File: config.mk
export PLATFORM = sky130hd
export DESIGN_NAME = gin_mc_sender
export DESIGN_NICKNAME = d
export VERILOG_FILES = /design/src/rtl/gin_mc_sender.sv
export SDC_FILE = /design/constraint.sdc
export NUM_CORES = 1
export LEC_CHECK = 0
export CAP_MARGIN = 30
export CELL_PAD_IN_SITES_DETAIL_PLACEMENT = 0
export CELL_PAD_IN_SITES_GLOBAL_PLACEMENT = 1
export CORE_ASPECT_RATIO = 0.5
export CORE_MARGIN = 2
export CORE_UTILIZATION = 40
export CTS_BUF_LIST = sky130_fd_sc_hd__clkbuf_8
export CTS_CLUSTER_DIAMETER = 30
export DETAILED_ROUTE_END_ITERATION = 12
export PLACE_DENSITY = 0.8
export SLEW_MARGIN = 20
export SYNTH_ARGS = -nofsm -noshare
export SYNTH_HDL_FRONTEND = slang
export SYNTH_SLANG_ARGS = --single-unit
File: constraint.sdc
create_clock -name i_clk -period 2.8 [get_ports i_clk]
set_clock_uncertainty 0.2 [all_clocks]
set_input_delay 0.84 -clock i_clk [delete_from_list [all_inputs] [get_ports i_clk]]
set_output_delay 0.84 -clock i_clk [all_outputs]
set_load 0.005 [all_outputs]
File: src/rtl/gin_mc_sender.sv
// gin_mc_sender: source-side driver for the GIN multicast bus.
// Queues tagged packets and holds each on the bus until every destination
// whose ID matches the tag is ready. Packets that match no destination are
// discarded and counted.
module gin_mc_sender #(
   parameter int unsigned DATA_BITWIDTH = 8,
   parameter int unsigned TAG_BITWIDTH  = 3,
   parameter int unsigned NUM_DEST      = 4,
   parameter int unsigned FIFO_DEPTH    = 4
) (
   input  logic                             i_clk,
   input  logic                             i_rst_n,
   input  logic [NUM_DEST*TAG_BITWIDTH-1:0] i_cfg_ids,
   input  logic                             i_cfg_load,
   output logic                             o_cfg_ready,
   input  logic [DATA_BITWIDTH-1:0]         i_data,
   input  logic [TAG_BITWIDTH-1:0]          i_tag,
   input  logic                             i_valid,
   output logic                             o_ready,
   output logic [DATA_BITWIDTH-1:0]         o_data,
   output logic [TAG_BITWIDTH-1:0]          o_tag,
   output logic                             o_valid,
   input  logic [NUM_DEST-1:0]              i_dest_ready,
   output logic [7:0]                       o_drop_cnt
);

   localparam int unsigned PTR_W   = $clog2(FIFO_DEPTH);
   localparam int unsigned CNT_W   = PTR_W + 1;
   localparam int unsigned ENTRY_W = DATA_BITWIDTH + TAG_BITWIDTH;
   localparam int unsigned IDS_W   = NUM_DEST * TAG_BITWIDTH;

   typedef enum logic [1:0] {
      IDLE = 2'd0,
      SEND = 2'd1,
      DROP = 2'd2
   } state_e;

   state_e                     state_q, state_d;
   logic [IDS_W-1:0]           ids_q, ids_d;
   logic [ENTRY_W-1:0]         mem_q [FIFO_DEPTH];
   logic [PTR_W-1:0]           wr_ptr_q, wr_ptr_d;
   logic [PTR_W-1:0]           rd_ptr_q, rd_ptr_d;
   logic [CNT_W-1:0]           cnt_q, cnt_d;
   logic [7:0]                 drop_cnt_q, drop_cnt_d;

   logic                       full, empty, push, pop, fire, all_ready, cfg_we;
   logic [ENTRY_W-1:0]         head_entry;
   logic [TAG_BITWIDTH-1:0]    head_tag;
   logic [DATA_BITWIDTH-1:0]   head_data;
   logic [NUM_DEST-1:0]        head_mask, nxt_mask;
   logic [PTR_W-1:0]           rd_ptr_inc;
   logic                       nxt_avail;
   logic [TAG_BITWIDTH-1:0]    nxt_tag;

   // Destinations whose configured ID equals the given tag
   function automatic logic [NUM_DEST-1:0] match_mask(input logic [IDS_W-1:0]        ids,
                                                      input logic [TAG_BITWIDTH-1:0] tag);
      logic [NUM_DEST-1:0] m;
      m = '0;
      for (int unsigned d = 0; d < NUM_DEST; d++) begin
         m[d] = (ids[d*TAG_BITWIDTH +: TAG_BITWIDTH] == tag);
      end
      return m;
   endfunction

   assign full        = (cnt_q == CNT_W'(FIFO_DEPTH));
   assign empty       = (cnt_q == '0);
   assign o_ready     = !full;
   assign o_cfg_ready = (state_q == IDLE) && empty;
   assign cfg_we      = i_cfg_load && o_cfg_ready;
   assign push        = i_valid && !full;

   assign head_entry  = mem_q[rd_ptr_q];
   assign head_tag    = head_entry[TAG_BITWIDTH-1:0];
   assign head_data   = head_entry[ENTRY_W-1:TAG_BITWIDTH];
   assign head_mask   = match_mask(ids_q, head_tag);
   assign all_ready   = &(~head_mask | i_dest_ready);
   assign fire        = (state_q == SEND) && all_ready;
   assign pop         = fire || (state_q == DROP);
   assign rd_ptr_inc  = rd_ptr_q + PTR_W'(1);

   assign o_valid     = (state_q == SEND);
   assign o_data      = o_valid ? head_data : '0;
   assign o_tag       = o_valid ? head_tag  : '0;
   assign o_drop_cnt  = drop_cnt_q;

   // Tag of the entry that becomes head after a pop (may be this cycle's push)
   always_comb begin
      nxt_avail = 1'b0;
      nxt_tag   = '0;
      if (cnt_q > CNT_W'(1)) begin
         nxt_avail = 1'b1;
         nxt_tag   = mem_q[rd_ptr_inc][TAG_BITWIDTH-1:0];
      end else if (push) begin
         nxt_avail = 1'b1;
         nxt_tag   = i_tag;
      end
   end

   assign nxt_mask = match_mask(ids_q, nxt_tag);

   // Next-state logic
   always_comb begin
      state_d = state_q;
      case (state_q)
         IDLE: begin
            if (!empty) begin
               state_d = (head_mask != '0) ? SEND : DROP;
            end
         end
         SEND, DROP: begin
            if (pop) begin
               if (!nxt_avail) begin
                  state_d = IDLE;
               end else begin
                  state_d = (nxt_mask != '0) ? SEND : DROP;
               end
            end
         end
         default: state_d = IDLE;
      endcase
   end

   // Queue pointers, count, ID registers and drop counter next values
   always_comb begin
      wr_ptr_d   = wr_ptr_q + PTR_W'(push);
      rd_ptr_d   = rd_ptr_q + PTR_W'(pop);
      cnt_d      = cnt_q + CNT_W'(push) - CNT_W'(pop);
      ids_d      = ids_q;
      drop_cnt_d = drop_cnt_q;
      if (cfg_we) begin
         ids_d      = i_cfg_ids;
         drop_cnt_d = '0;
      end else if ((state_q == DROP) && (drop_cnt_q != 8'hFF)) begin
         drop_cnt_d = drop_cnt_q + 8'd1;
      end
   end

   // State and control registers
   always_ff @(posedge i_clk or negedge i_rst_n) begin
      if (!i_rst_n) begin
         state_q    <= IDLE;
         ids_q      <= '0;
         wr_ptr_q   <= '0;
         rd_ptr_q   <= '0;
         cnt_q      <= '0;
         drop_cnt_q <= '0;
      end else begin
         state_q    <= state_d;
         ids_q      <= ids_d;
         wr_ptr_q   <= wr_ptr_d;
         rd_ptr_q   <= rd_ptr_d;
         cnt_q      <= cnt_d;
         drop_cnt_q <= drop_cnt_d;
      end
   end

   // Queue storage; contents are only read once written, so no reset
   always_ff @(posedge i_clk) begin
      if (push) begin
         mem_q[wr_ptr_q] <= {i_data, i_tag};
      end
   end

endmodule
==> out/results.ini <==
[run_status]
run_status=finished with violations
failed_checks=setup timing

[timing]
max_slew_margin_pct=72.01
transition_time_at_the_pin_with_the_least_slew_margin_ns=0.4186
timing.final.crit_period_ns=3.099
worst_hold_slack_ns=0.3582
timing.final.max_slew_violations=0
max_freq_mhz=322.7
finalWorstSetupSlack_ns=-0.2988
final_period_utilization_pct=110.7
setup_viol=15
grt_setup_unrepaired=true
finalHoldViolations=0

[floorplanning]
chipHeight_um=70.86
boundary_pins=53
core_um2=8708
die_area_um2=9758
initial_utilization_pct=41.06
die_x_um=137.7
floorplan.rows=24

[synthesis]
yosys.area.top_type=edfxtp_1
fraction_of_synthesized_cell_area_taken_by_the_top_area_cell_type_pct=36.95
combinational_family_with_the_most_area_after_synthesis=multiplexers
synth_fa_ha_area_share_pct=4.059
synthesis.area_um2=3576
async_set_or_reset_register_ratio_after_synthesis_pct=39.73
yosysUniqueCellTypes=46
synthTopCellsByCount=edfxtp_1, dfrtp_1, xnor2_1
yosysMostFrequentCell=edfxtp_1
post_synth_xor_area_fraction_pct=7.348
synth_area_per_cell_um2=14.60
ys_seq_area_share_pct=57.24
number_of_synthesized_flops_with_an_enable_pin=44
synth_compound_gate_area_share_pct=4.514
yosys.area_share.simple_pct=10.36
yosys-top-cells-area=edfxtp_1, dfrtp_1, mux4_2, xnor2_1, ha_1
flop_and_latch_count_out_of_synthesis=73
yosysWarnings=0
synth_fp_nets=287
ys.flop_type=edfxtp_1
postSynthCellCount=245
yosys-mux-area-fraction_pct=13.12

[routing]
ant_nets=0
detail_route.vias_per_cell=5.077
num_vias=2381
postRouteWirelength_mm=8.242
initial_drc_count=169
detail_route.drc_violations=0
drt-wirelength-per-cell_um=17.57
drt-pass1-iter-count=4

[finish]
final_nets=389
fillers=691
design_area_um2=5034
antennaDiodeCount=0
ratio_of_cells_with_drive_above_1_in_the_final_layout_pct=39.49
area.growth.synth_to_final_pct=40.76

[setup_path]
end_kind=flip-flop
reg2reg_slack_ns=-0.30
worstPathMaxFanout=4
critical_path.startpoint_type=flip-flop
arrival_ns=3.20
critical_path_class=flip-flop to flip-flop
crit_required_ns=2.90

[power]
vdd.ir_drop.worst_v=0.0005054
power_leakage_nw=1.964
power_per_cell_area_nw_per_um2=1252

[flow_run]
maxCapViolCount=0

[grt]
grt_first_pass_wirelength_mm=13.33
first_global_vias=2593
grt_max_degree=30
grt_antenna_before_repair=0
grt-ovfl-total=0
groute.usage.overall_pct=18.51

[place]
place.gp.congestion=0.8655
dp_hpwl_mm=5.627
placedInstanceArea_um2=4457
place.port_buffers=52
worst_slack_placed_ns=-0.3075

[clocking]
post_cts_hold_buffer_count=0
clock_tree_from_tritoncts=done
clock_path_buffers=2
clock_insertion_delay_worst_skew_ns=0.36
cts.sink_count=73
cts-buffers-inserted=9
root_buffer=clkbuf_8
htree_levels=3
cts.reportedPaths.clkPinSlew_ns=0.08

[hold_path]
min_path_type=flip-flop to flip-flop

cell families after synthesis:
family | count (synthesis)
AOI/OAI and AO/OA | 20
and+or+nand+nor | 62
DFF | 73
adders and majority gates | 11
xor gates and xnor gates | 30
buffers and inverters | 21
muxes | 28
cell type report:
class	count	area (um2)	area share, %
well taps	117	146.4	2.908
repair buffers	99	955.9	18.99
clock buffers	9	123.9	2.461
multi-input cells	151	1633	32.44
flip-flops and latches	73	2049	40.72
inverters	13	48.80	0.9694
clock inverters	7	76.32	1.516
flip-flops by register name, summed over array words and instances, names as in the netlist:
name / flops
cnt_q: 3
ids_q: 12
mem_q: 44
state_q: 2
wr_ptr_q: 2
rd_ptr_q: 2
o_drop_cnt: 8
routing by layer:
layer / vias up / part of all wire, % / routed length [um] / GRT usage, %
li1: 1113 / - / - / -
met1: 1203 / 43 / 3584 / 22.98
met2: 54 / 51 / 4202 / 31.51
met3: 11 / 4.2 / 346 / 5.448
met4: 0 / 1.3 / 110 / 5.896
met5: - / 0 / 0 / 0
stage by stage:
| stage | cells | setup TNS (ns) | utilization (%) | total power, mW |
|---|---|---|---|---|
| CTS | 468 | -2.152 | 56.91 | 6.155 |
| floorplan | 245 | -0.2416 | - | 3.647 |
| detailed placement | 434 | -2.583 | 51.18 | 4.688 |
| global route | 469 | -3.638 | 57.80 | 6.731 |
| global placement | 434 | -1.908 | 51.18 | 4.559 |
| finish | 469 | -2.430 | 57.80 | 6.301 |
where the power goes:
part / total (mW) / switching (mW) / internal, mW
Sequential: 1.85 / 0.341 / 1.51
Combinational: 3.59 / 1.53 / 2.06
Clock: 0.852 / 0.433 / 0.419
Total: 6.30 / 2.31 / 4.00
path summary, 6_finish.rpt:
check                            start             to  cells past startpoint
max in group asynchronous      i_rst_n    rd_ptr_q[1]                      2
max reg2reg                rd_ptr_q[0]       cnt_q[1]                     11
min reg2reg                wr_ptr_q[1]    wr_ptr_q[1]                      1
min in group asynchronous      i_rst_n  o_drop_cnt[2]                      2
max                        rd_ptr_q[0]       cnt_q[1]                     11
min                        wr_ptr_q[1]    wr_ptr_q[1]                      1
timing repair:
action,CTS,global route
pin swaps,17,5
resized for setup,73,20
setup endpoints to repair,17,21
buffers inserted,17,7
gates cloned,1,0
placed cells by master (no fill, tap or decap), types with 3 or more instances in the layout:
cell and count:
a21oi_1 3, and2_4 11, and3_1 3, buf_12 4, buf_4 33, buf_6 15
clkbuf_8 9, clkdlybuf4s50_1 41, dfrtp_1 27, edfxtp_1 44, ha_1 6, ha_4 4
inv_1 11, inv_6 3, mux2_2 11, mux2i_1 3, mux4_2 14, nand2_1 8
nand3_1 7, nand4_1 4, nand4b_1 3, nor2_1 7, o21ai_0 3, xnor2_1 10
xnor2_2 3, xnor2_4 4, xor2_1 11
worst max-delay path, stage by stage, from the launching register on:
cell      delay (ns)
dfrtp_1         0.41
buf_6           0.12
mux4_2          0.54
buf_12          0.18
xnor2_4         0.14
nand4b_1        0.13
a41oi_2         0.26
inv_2           0.08
ha_4            0.27
inv_2           0.04
ha_4            0.15
fa_2            0.52
Note: power is estimated with default switching activity, not from simulation.
